**src/rtl/mem_pkg.sv**
```systemverilog
// Shared types for the memory-stage access controller and lane aligner.
package mem_pkg;

  localparam int LS_LB  = 0;
  localparam int LS_LH  = 1;
  localparam int LS_LW  = 2;
  localparam int LS_LD  = 3;
  localparam int LS_LBU = 4;
  localparam int LS_LHU = 5;
  localparam int LS_LWU = 6;
  localparam int LS_SB  = 7;
  localparam int LS_SH  = 8;
  localparam int LS_SW  = 9;
  localparam int LS_SD  = 10;
  localparam int LS_N   = 11;

  localparam logic [63:0] ALIGN_MASK = ~64'h7;

  typedef enum logic [1:0] {
    IDLE,
    REQ,
    WAIT,
    DONE
  } state_e;

  typedef enum logic [1:0] {
    SZ_B,
    SZ_H,
    SZ_W,
    SZ_D
  } size_e;

  typedef struct packed {
    logic  wen;
    logic  uns;
    size_e size;
  } op_t;

  function automatic logic misaligned(size_e sz, logic [2:0] off);
    logic m;
    unique case (sz)
      SZ_B: m = 1'b0;
      SZ_H: m = off[0];
      SZ_W: m = |off[1:0];
      SZ_D: m = |off;
    endcase
    return m;
  endfunction

endpackage

```
**src/rtl/mem_lane_align.sv**
```systemverilog
// Byte-lane steering: store strobes/data and extended load results.
module mem_lane_align
  import mem_pkg::*;
(
  input  op_t         op,
  input  logic [2:0]  off,
  input  logic [63:0] wdata,
  input  logic [63:0] rdata,
  output logic [7:0]  wstrb,
  output logic [63:0] wdata_lane,
  output logic [63:0] load_data
);

  logic [5:0]  sh;
  logic [63:0] rsh;
  logic        sx;

  assign sh         = {off, 3'b000};
  assign rsh        = rdata >> sh;
  assign wdata_lane = wdata << sh;
  assign sx         = ~op.uns;

  always_comb begin
    wstrb     = 8'h00;
    load_data = rsh;
    unique case (op.size)
      SZ_B: begin
        wstrb     = 8'h01 << off;
        load_data = {{56{sx & rsh[7]}}, rsh[7:0]};
      end
      SZ_H: begin
        wstrb     = 8'h03 << off;
        load_data = {{48{sx & rsh[15]}}, rsh[15:0]};
      end
      SZ_W: begin
        wstrb     = 8'h0F << off;
        load_data = {{32{sx & rsh[31]}}, rsh[31:0]};
      end
      SZ_D: begin
        wstrb     = 8'hFF;
      end
    endcase
    if (!op.wen) wstrb = 8'h00;
  end

endmodule

```
**src/rtl/mem_ctrl.sv**
```systemverilog
// Memory-stage controller: one bus transaction per load/store.
// MEM_CTRL_MISALIGN_TRAP_EN enables the misaligned-access trap.
module mem_ctrl
  import mem_pkg::*;
#(
  parameter int ADDR_W = 64,
  parameter int DATA_W = 64
) (
  input  logic              clk,
  input  logic              rst,
  input  logic [LS_N-1:0]   mem_ctrl_i_load_store_info,
  input  logic [ADDR_W-1:0] mem_ctrl_i_addr,
  input  logic [DATA_W-1:0] mem_ctrl_i_wdata,
  output logic              mem_ctrl_o_req_valid,
  input  logic              mem_ctrl_i_req_ready,
  output logic [ADDR_W-1:0] mem_ctrl_o_req_addr,
  output logic              mem_ctrl_o_req_wen,
  output logic [7:0]        mem_ctrl_o_req_wstrb,
  output logic [DATA_W-1:0] mem_ctrl_o_req_wdata,
  input  logic              mem_ctrl_i_resp_valid,
  input  logic [DATA_W-1:0] mem_ctrl_i_resp_rdata,
  output logic              mem_ctrl_o_stall,
  output logic              mem_ctrl_o_done,
  output logic [DATA_W-1:0] mem_ctrl_o_load_data,
  output logic              mem_ctrl_o_err
);

  state_e            state, nxt;
  op_t               dec, op_q;
  logic [LS_N-1:0]   low;
  logic [2:0]        off_q;
  logic [ADDR_W-1:0] addr_q;
  logic [DATA_W-1:0] wdata_q, ld_q, la_load;
  logic              go, trap, err_q;

  // lowest set bit wins when several op bits are set
  assign low = mem_ctrl_i_load_store_info
             & (~mem_ctrl_i_load_store_info + 11'd1);
  assign go  = rst & (|mem_ctrl_i_load_store_info);

  always_comb begin
    dec = '0;
    unique case (1'b1)
      low[LS_LB]:  dec = '{1'b0, 1'b0, SZ_B};
      low[LS_LH]:  dec = '{1'b0, 1'b0, SZ_H};
      low[LS_LW]:  dec = '{1'b0, 1'b0, SZ_W};
      low[LS_LD]:  dec = '{1'b0, 1'b0, SZ_D};
      low[LS_LBU]: dec = '{1'b0, 1'b1, SZ_B};
      low[LS_LHU]: dec = '{1'b0, 1'b1, SZ_H};
      low[LS_LWU]: dec = '{1'b0, 1'b1, SZ_W};
      low[LS_SB]:  dec = '{1'b1, 1'b0, SZ_B};
      low[LS_SH]:  dec = '{1'b1, 1'b0, SZ_H};
      low[LS_SW]:  dec = '{1'b1, 1'b0, SZ_W};
      low[LS_SD]:  dec = '{1'b1, 1'b0, SZ_D};
      default:     dec = '0;
    endcase
  end

`ifdef MEM_CTRL_MISALIGN_TRAP_EN
  assign trap = misaligned(dec.size, mem_ctrl_i_addr[2:0]);
`else
  assign trap = 1'b0;
`endif

  always_comb begin
    nxt                  = state;
    mem_ctrl_o_stall     = 1'b0;
    mem_ctrl_o_req_valid = 1'b0;
    unique case (state)
      IDLE: begin
        if (go) begin
          mem_ctrl_o_stall = 1'b1;
          nxt = trap ? DONE : REQ;
        end
      end
      REQ: begin
        mem_ctrl_o_stall     = 1'b1;
        mem_ctrl_o_req_valid = 1'b1;
        if (mem_ctrl_i_req_ready) nxt = WAIT;
      end
      WAIT: begin
        mem_ctrl_o_stall = 1'b1;
        if (mem_ctrl_i_resp_valid) nxt = DONE;
      end
      DONE: nxt = IDLE;
    endcase
  end

  always_ff @(posedge clk or negedge rst) begin
    if (!rst) begin
      state   <= IDLE;
      op_q    <= '0;
      off_q   <= '0;
      addr_q  <= '0;
      wdata_q <= '0;
      ld_q    <= '0;
      err_q   <= 1'b0;
    end else begin
      state <= nxt;
      err_q <= (state == IDLE) && go && trap;
      if (state == IDLE && go && !trap) begin
        addr_q  <= mem_ctrl_i_addr & ALIGN_MASK[ADDR_W-1:0];
        off_q   <= mem_ctrl_i_addr[2:0];
        op_q    <= dec;
        wdata_q <= mem_ctrl_i_wdata;
      end
      if (state == WAIT && mem_ctrl_i_resp_valid && !op_q.wen)
        ld_q <= la_load;
    end
  end

  mem_lane_align u_align (
    .op         (op_q),
    .off        (off_q),
    .wdata      (wdata_q),
    .rdata      (mem_ctrl_i_resp_rdata),
    .wstrb      (mem_ctrl_o_req_wstrb),
    .wdata_lane (mem_ctrl_o_req_wdata),
    .load_data  (la_load)
  );

  assign mem_ctrl_o_req_addr  = addr_q;
  assign mem_ctrl_o_req_wen   = op_q.wen;
  assign mem_ctrl_o_done      = (state == DONE);
  assign mem_ctrl_o_load_data = ld_q;
  assign mem_ctrl_o_err       = err_q;

endmodule

```
**config.mk**
```make
export PLATFORM = sky130hd
export DESIGN_NAME = mem_ctrl
export DESIGN_NICKNAME = d
export VERILOG_FILES = /design/src/rtl/mem_pkg.sv /design/src/rtl/mem_lane_align.sv /design/src/rtl/mem_ctrl.sv
export SDC_FILE = /design/constraint.sdc
export NUM_CORES = 1
export LEC_CHECK = 0
export BUFFER_PORTS_ARGS = -buffer_cell sky130_fd_sc_hd__buf_2
export CORE_AREA = 2 2 162 164
export DETAILED_ROUTE_END_ITERATION = 8
export DIE_AREA = 0 0 164 166
export GPL_TIMING_DRIVEN = 0
export PLACE_DENSITY = 0.73
export SLEW_MARGIN = 20
export SYNTH_ARGS = -nofsm -noshare
export SYNTH_HDL_FRONTEND = slang
export SYNTH_SLANG_ARGS = --single-unit
```
**constraint.sdc**
```tcl
create_clock -name clk -period 5.4 [get_ports clk]
set_input_delay 0.27 -clock clk [delete_from_list [all_inputs] [get_ports clk]]
set_output_delay 0.27 -clock clk [all_outputs]
set_load 0.02 [all_outputs]
```
### Yosys cells after proc, flatten, opt, wreduce, memory -nomap -nowiden

Index checks and enable logic that the tools add are counted.

| word-level totals | value |
|---|---|
| bits in latches | 0 |
| memories kept | 0 |
| flip-flop bits (word level) | 198 |
| word-level logic and storage cells | 50 |
| output and inout bits | 205 |
| input port bits | 207 |
| RAM bits | 0 |
| bits in read-only memories | 0 |

| operators by class | value |
|---|---|
| reductions and logical operators | 9 |
| shift operators | 5 |
| bitwise operators | 7 |
| add/sub/neg operators | 1 |
| equal/unequal tests | 9 |
| div/mod/pow operators | 0 |
| muxes and demuxes | 11 |
| order comparisons | 0 |
| $mul | 0 |

Operator list:

| cell | count |
|---|---|
| $pmux 64 s3 | 1 |
| $shl 64x6->64 | 1 |
| $shr 64x6->64 | 1 |
| $pmux 4 s10 | 1 |
| $pmux 8 s4 | 1 |
| $add 11x1->11 const B | 1 |
| $and 11x11->11 | 1 |
| $not 11->11 | 1 |
| $reduce_or 11->1 | 1 |
| $eq 2x2->1 const B | 4 |
| $mux 8 | 1 |
| $pmux 2 s4 | 1 |
| $shl 1x3->8 const A | 1 |
| $shl 2x3->8 const A | 1 |
| $shl 4x3->8 const A | 1 |
| $mux 2 | 3 |
| $ne 2x2->1 const B | 3 |
| $and 1x1->1 | 4 |
| $eq 2x1->1 const B | 2 |
| $logic_not 2->1 | 2 |
| $logic_and 1x1->1 | 3 |
| $reduce_and 3->1 | 1 |
| $mux 1 | 2 |
| $pmux 1 s2 | 1 |
| other kinds (3) | 3 |

### Longest topological paths before layout

| depth | value |
|---|---|
| depth in word-level cells | 4 |
| mapped depth | 9 |
| depth with buffers taken out | 7 |

### Hierarchy

A second synthesis with hierarchy kept.

| unflattened totals | value |
|---|---|
| cell total of the unflattened synthesis | 1291 |
| area, all modules | 11955.2 µm² |

Modules (own cells, without submodules):

| module | seq. area each (µm²) | cells each | area an instance (µm²) | times used |
|---|---|---|---|---|
| mem_ctrl | 4954.8 | 734 | 7706.1 | 1 |
| mem_lane_align | 0.0 | 557 | 4249.1 | 1 |

### Worst setup path after synthesis

Ideal clock, no wire load.

| timing path | value |
|---|---|
| kind | register to output |
| start point | register off_q[0] |
| end point | output mem_ctrl_o_req_wdata[57] |
| required time | 5.130 ns |
| path buffers | 5 |
| setup slack | 3.019 ns |
| stages on the path, launching flop included | 8 |
| data arrival time | 2.111 ns |
| cells stage by stage | dfrtp_1 -> buf_2 -> buf_2 -> buf_2 -> clkbuf_1 -> buf_2 -> a211oi_1 -> o31ai_1 |

| on the way | value |
|---|---|
| cells in the longest elaborated chain, start to end | 1 |

Ends and longest elaborated chain:

| item | RTL line | RTL |
|---|---|---|
| from (decl) | mem_ctrl.sv:31 | `logic [2:0] off_q;` |
| from (signal assigned) | mem_ctrl.sv:103 | `off_q <= mem_ctrl_i_addr[2:0];` |
| $shl 64x6->64 | mem_lane_align.sv:20 | `assign wdata_lane = wdata << sh;` |
| to (decl) | mem_ctrl.sv:19 | `output logic [DATA_W-1:0] mem_ctrl_o_req_wdata,` |

No other way between the ends.

### Worst setup path after layout

| timing path | value |
|---|---|
| start point | register off_q[0] |
| end point | output mem_ctrl_o_req_wdata[60] |

Same word-level chain as after synthesis.

==> summary.md <==
| Metric | Value |
|---|---|
| Slowest CP cell | `clkbuf_1` |
| Synth area leaders | `dfrtp_1, mux2_2, mux2i_1` |
| I/O Buffers | `407` |
| Number of distinct library cells after synthesis | `45` |
| Critical path's most frequent cell | `buf_2` |
| Post-cts sizing count | `0` |
| TritonCTS Sinks | `198` |
| CP bufs+invs | `6` |
| Max VDD drop | `just under 0.0006 V` |
| Pins Over Slew Limit | `0` |
| Top post-synthesis cells by count | `dfrtp_1, mux2_2, nor2_1` |
| Overall routing resource usage | `33.7%` |
| Via Count | `between 10000 and 15000` |
| Clock Latency Late Sink | `0.45 ns` |
| Detailed router's first-iteration violation count | `950` |
| First-pass GRT wire length | `about 68000 um` |
| CORE AREA | `0.0256 mm2` |
| CTS tree | `done` |
| Slew HR | `34.3%` |
| Hold slack | `0.0382 ns` |
| Synthesized area | `0.0113 mm2` |
| WP data arrival | `3.67 ns` |
| Clk slew on worst S/H paths | `around 0.09 ns` |
| Startpoint Class | `register` |
| Initial antenna violation count | `7` |
| Cell area after layout | `0.0145 mm2` |
| Synth Flop Type | `dfrtp_1` |
| First-pass DRT Iterations | `6` |
| Dpl hpwl | `36600 um` |
| Longest Clk Path Bufs | `2` |
| Max Freq | `254 MHz` |
| Post-layout minimum cycle time | `about 4 ns` |
| Critical path cell sequence | `buf_2 > buf_2 > buf_2 > clkbuf_1 > clkbuf_1 > nor2_1 > a21oi_1 > nand2_1 > o21ai_0 > buf_2` |
| Setup Fix Bufs, Post-CTS | `0` |
| Crit share post-route | `72.9%` |
| Area after DPL | `0.0139 mm2` |
| Initial Util | `44.2%` |
| Top-count cell post-synth | `dfrtp_1` |
| Nature of the critical path endpoint | `output pin` |
| Die area | `0.0272 mm2` |
| Status | `completed` |
| Share of the synthesized area in the top cell type | `a little over two fifths` |
| Die height | `166 um` |
| Crit path kind | `reg -> out` |
| Vias in the first global route | `11116` |
| Die X | `164 um` |
| Overall power | `11200 uW` |
| Total grt overflow | `0` |
| RSZ-0062 raised after global routing | `no` |
| Largest stage delay on the critical path | `0.56 ns` |
| DRC viols | `0` |
| Pwr Density | `776 mW/mm2` |
| Synth Area per Inst | `10.3 um2` |
| Sequential element share of the synthesized area | `43.7%` |
| Max H-tree Level | `4` |
| Site row count | `59` |
| Routed vias/inst | `5.82` |
| Async set-or-reset flop fraction in the synthesized netlist | `100%` |
| FILL cells | `2320` |
| Worst slew pin tran | `0.977 ns` |
| Leak pwr | `0.00674 uW` |
| Worst hold path class | `in -> reg` |
| Post-DR wirelength/cell | `24.7 um` |
| Worst Path Max Fanout | `10` |
| Routability Congestion | `1.00` |
| # setup viols final | `0` |
| Largest area contributor in the netlist | `dfrtp_1` |
| Layout cells sized above 1 | `between 40% and 50%` |
| Layout Skew | `0.0171 ns` |
| Hold Buf Count CTS | `1` |
| Max Cap Violations | `0` |
| Syn-to-layout area delta | `27.9%` |
| CTS buffer count | `17` |
| Warnings, synthesis | `0` |
| Post-synth EDFFs | `0` |
| Pin count of the biggest net entering global routing | `84` |
| Mapped Cells | `1100` |
| CP required | `5.13 ns` |
| CP delay by family, top | `buffers and inverters` |
| Nets@finish | `1749` |
| #FFs+latches synth | `198` |
| ANT nets after route | `0` |
| Clock root cell | `clkbuf_16` |
| Total wire length | `46400 um` |
| Core Util, Final | `between 50% and 60%` |
| Num ports | `between 400 and 500` |
| Final Hold Fails | `0` |
## sequential cells by signal, indices dropped and copies added, names as in the netlist
name and count:
off_q 3, op_q 3, state 2, mem_ctrl_o_req_addr 61, mem_ctrl_o_load_data 64, wdata_q 64, mem_ctrl_o_req_wen 1
## power breakdown
group,internal [uW],switching (uW),leakage (uW)
Sequential,2250,582,0.00233
Clock,707,671,0.000293
Combinational,2600,4430,0.00412
Total,5560,5680,0.00674
## per-stage QoR
stage                     setup WS (ns)  instances  TNS (ns)
after floorplan                    3.02       1103         0
after global placement           -0.476       1845    -24.04
after detailed placement           2.03       1847         0
after CTS                          1.56       1879         0
after global routing               1.38       1880         0
final                              1.46       1882         0
## cells by family (layout without fill, tap and decap cells)
| logic type | count (synthesis) | in the layout | share of synthesized area (%) |
|---|---|---|---|
| compound gates | 231 | 231 | 12.8 |
| fa+ha+maj | 10 | 10 | 1.10 |
| buf+inv | 107 | 548 | 4.22 |
| flops | 198 | 198 | 43.7 |
| mux | 257 | 257 | 26.7 |
| other cells | 1 | 7 | 0.0331 |
| simple gates | 296 | 296 | 11.4 |
## layout by cell type (no fill, tap or decap), types with 17 or more instances in the layout
| master | Yosys | layout |
|---|---|---|
| and2_1 | 18 | 18 |
| clkbuf_1 | 43 | 43 |
| mux4_2 | 20 | 20 |
| a21oi_1 | 67 | 67 |
| nand2_1 | 84 | 84 |
| nor2b_1 | 18 | 18 |
| dfrtp_1 | 198 | 198 |
| mux2_2 | 158 | 158 |
| buf_2 | 25 | 431 |
| buf_1 | 19 | 19 |
| a211oi_1 | 25 | 25 |
| a31oi_1 | 50 | 50 |
| o21ai_0 | 37 | 37 |
| mux2i_1 | 78 | 78 |
| nor2_1 | 140 | 140 |
| clkbuf_16 | 0 | 17 |
## metal layers
metal,global-route usage [%],up-vias,part of all wire (%)
met4,15.6,8,4.7
met1,40.7,5365,38
met2,57.5,640,49
li1,-,4801,-
met5,0,-,0.084
met3,7.02,133,8.3
## worst reg2reg max path, cell delays in order, from the launching register on
cell and delay, ns:
dfrtp_1 0.32, buf_2 0.17, buf_2 0.28, buf_2 0.39
clkbuf_1 0.55, clkbuf_1 0.57, a21oi_1 0.24, a21oi_1 0.23
a21oi_1 0.09
## final cells by class
type / instances / area, um2 / share of cell area [%]
Inverter: 12 / 45.0 / 0.311
Buffer: 95 / 433 / 2.99
Multi-Input combinational cell: 798 / 5900 / 40.8
Antenna cell: 3 / 7.51 / 0.0518
Timing Repair Buffer: 410 / 2110 / 14.6
Clock inverter: 14 / 188 / 1.30
Sequential cell: 198 / 4950 / 34.2
Tap cell: 335 / 419 / 2.89
Clock buffer: 17 / 425 / 2.94
## final timing paths
kind / from / end / slack (ns) / cells after the start
min in group asynchronous: rst / mem_ctrl_o_load_data[44] / 0.31 / 2
worst max-delay path: off_q[0] / mem_ctrl_o_req_wdata[60] / 1.46 / 10
worst max register to register: off_q[0] / mem_ctrl_o_load_data[3] / 2.43 / 8
max in group asynchronous: rst / mem_ctrl_o_req_addr[56] / 4.31 / 3
worst min register to register: mem_ctrl_o_req_addr[56] / mem_ctrl_o_req_addr[56] / 0.50 / 1
worst min-delay path: mem_ctrl_i_addr[11] / mem_ctrl_o_req_addr[11] / 0.04 / 2
Power figures use the tool's default switching activity.
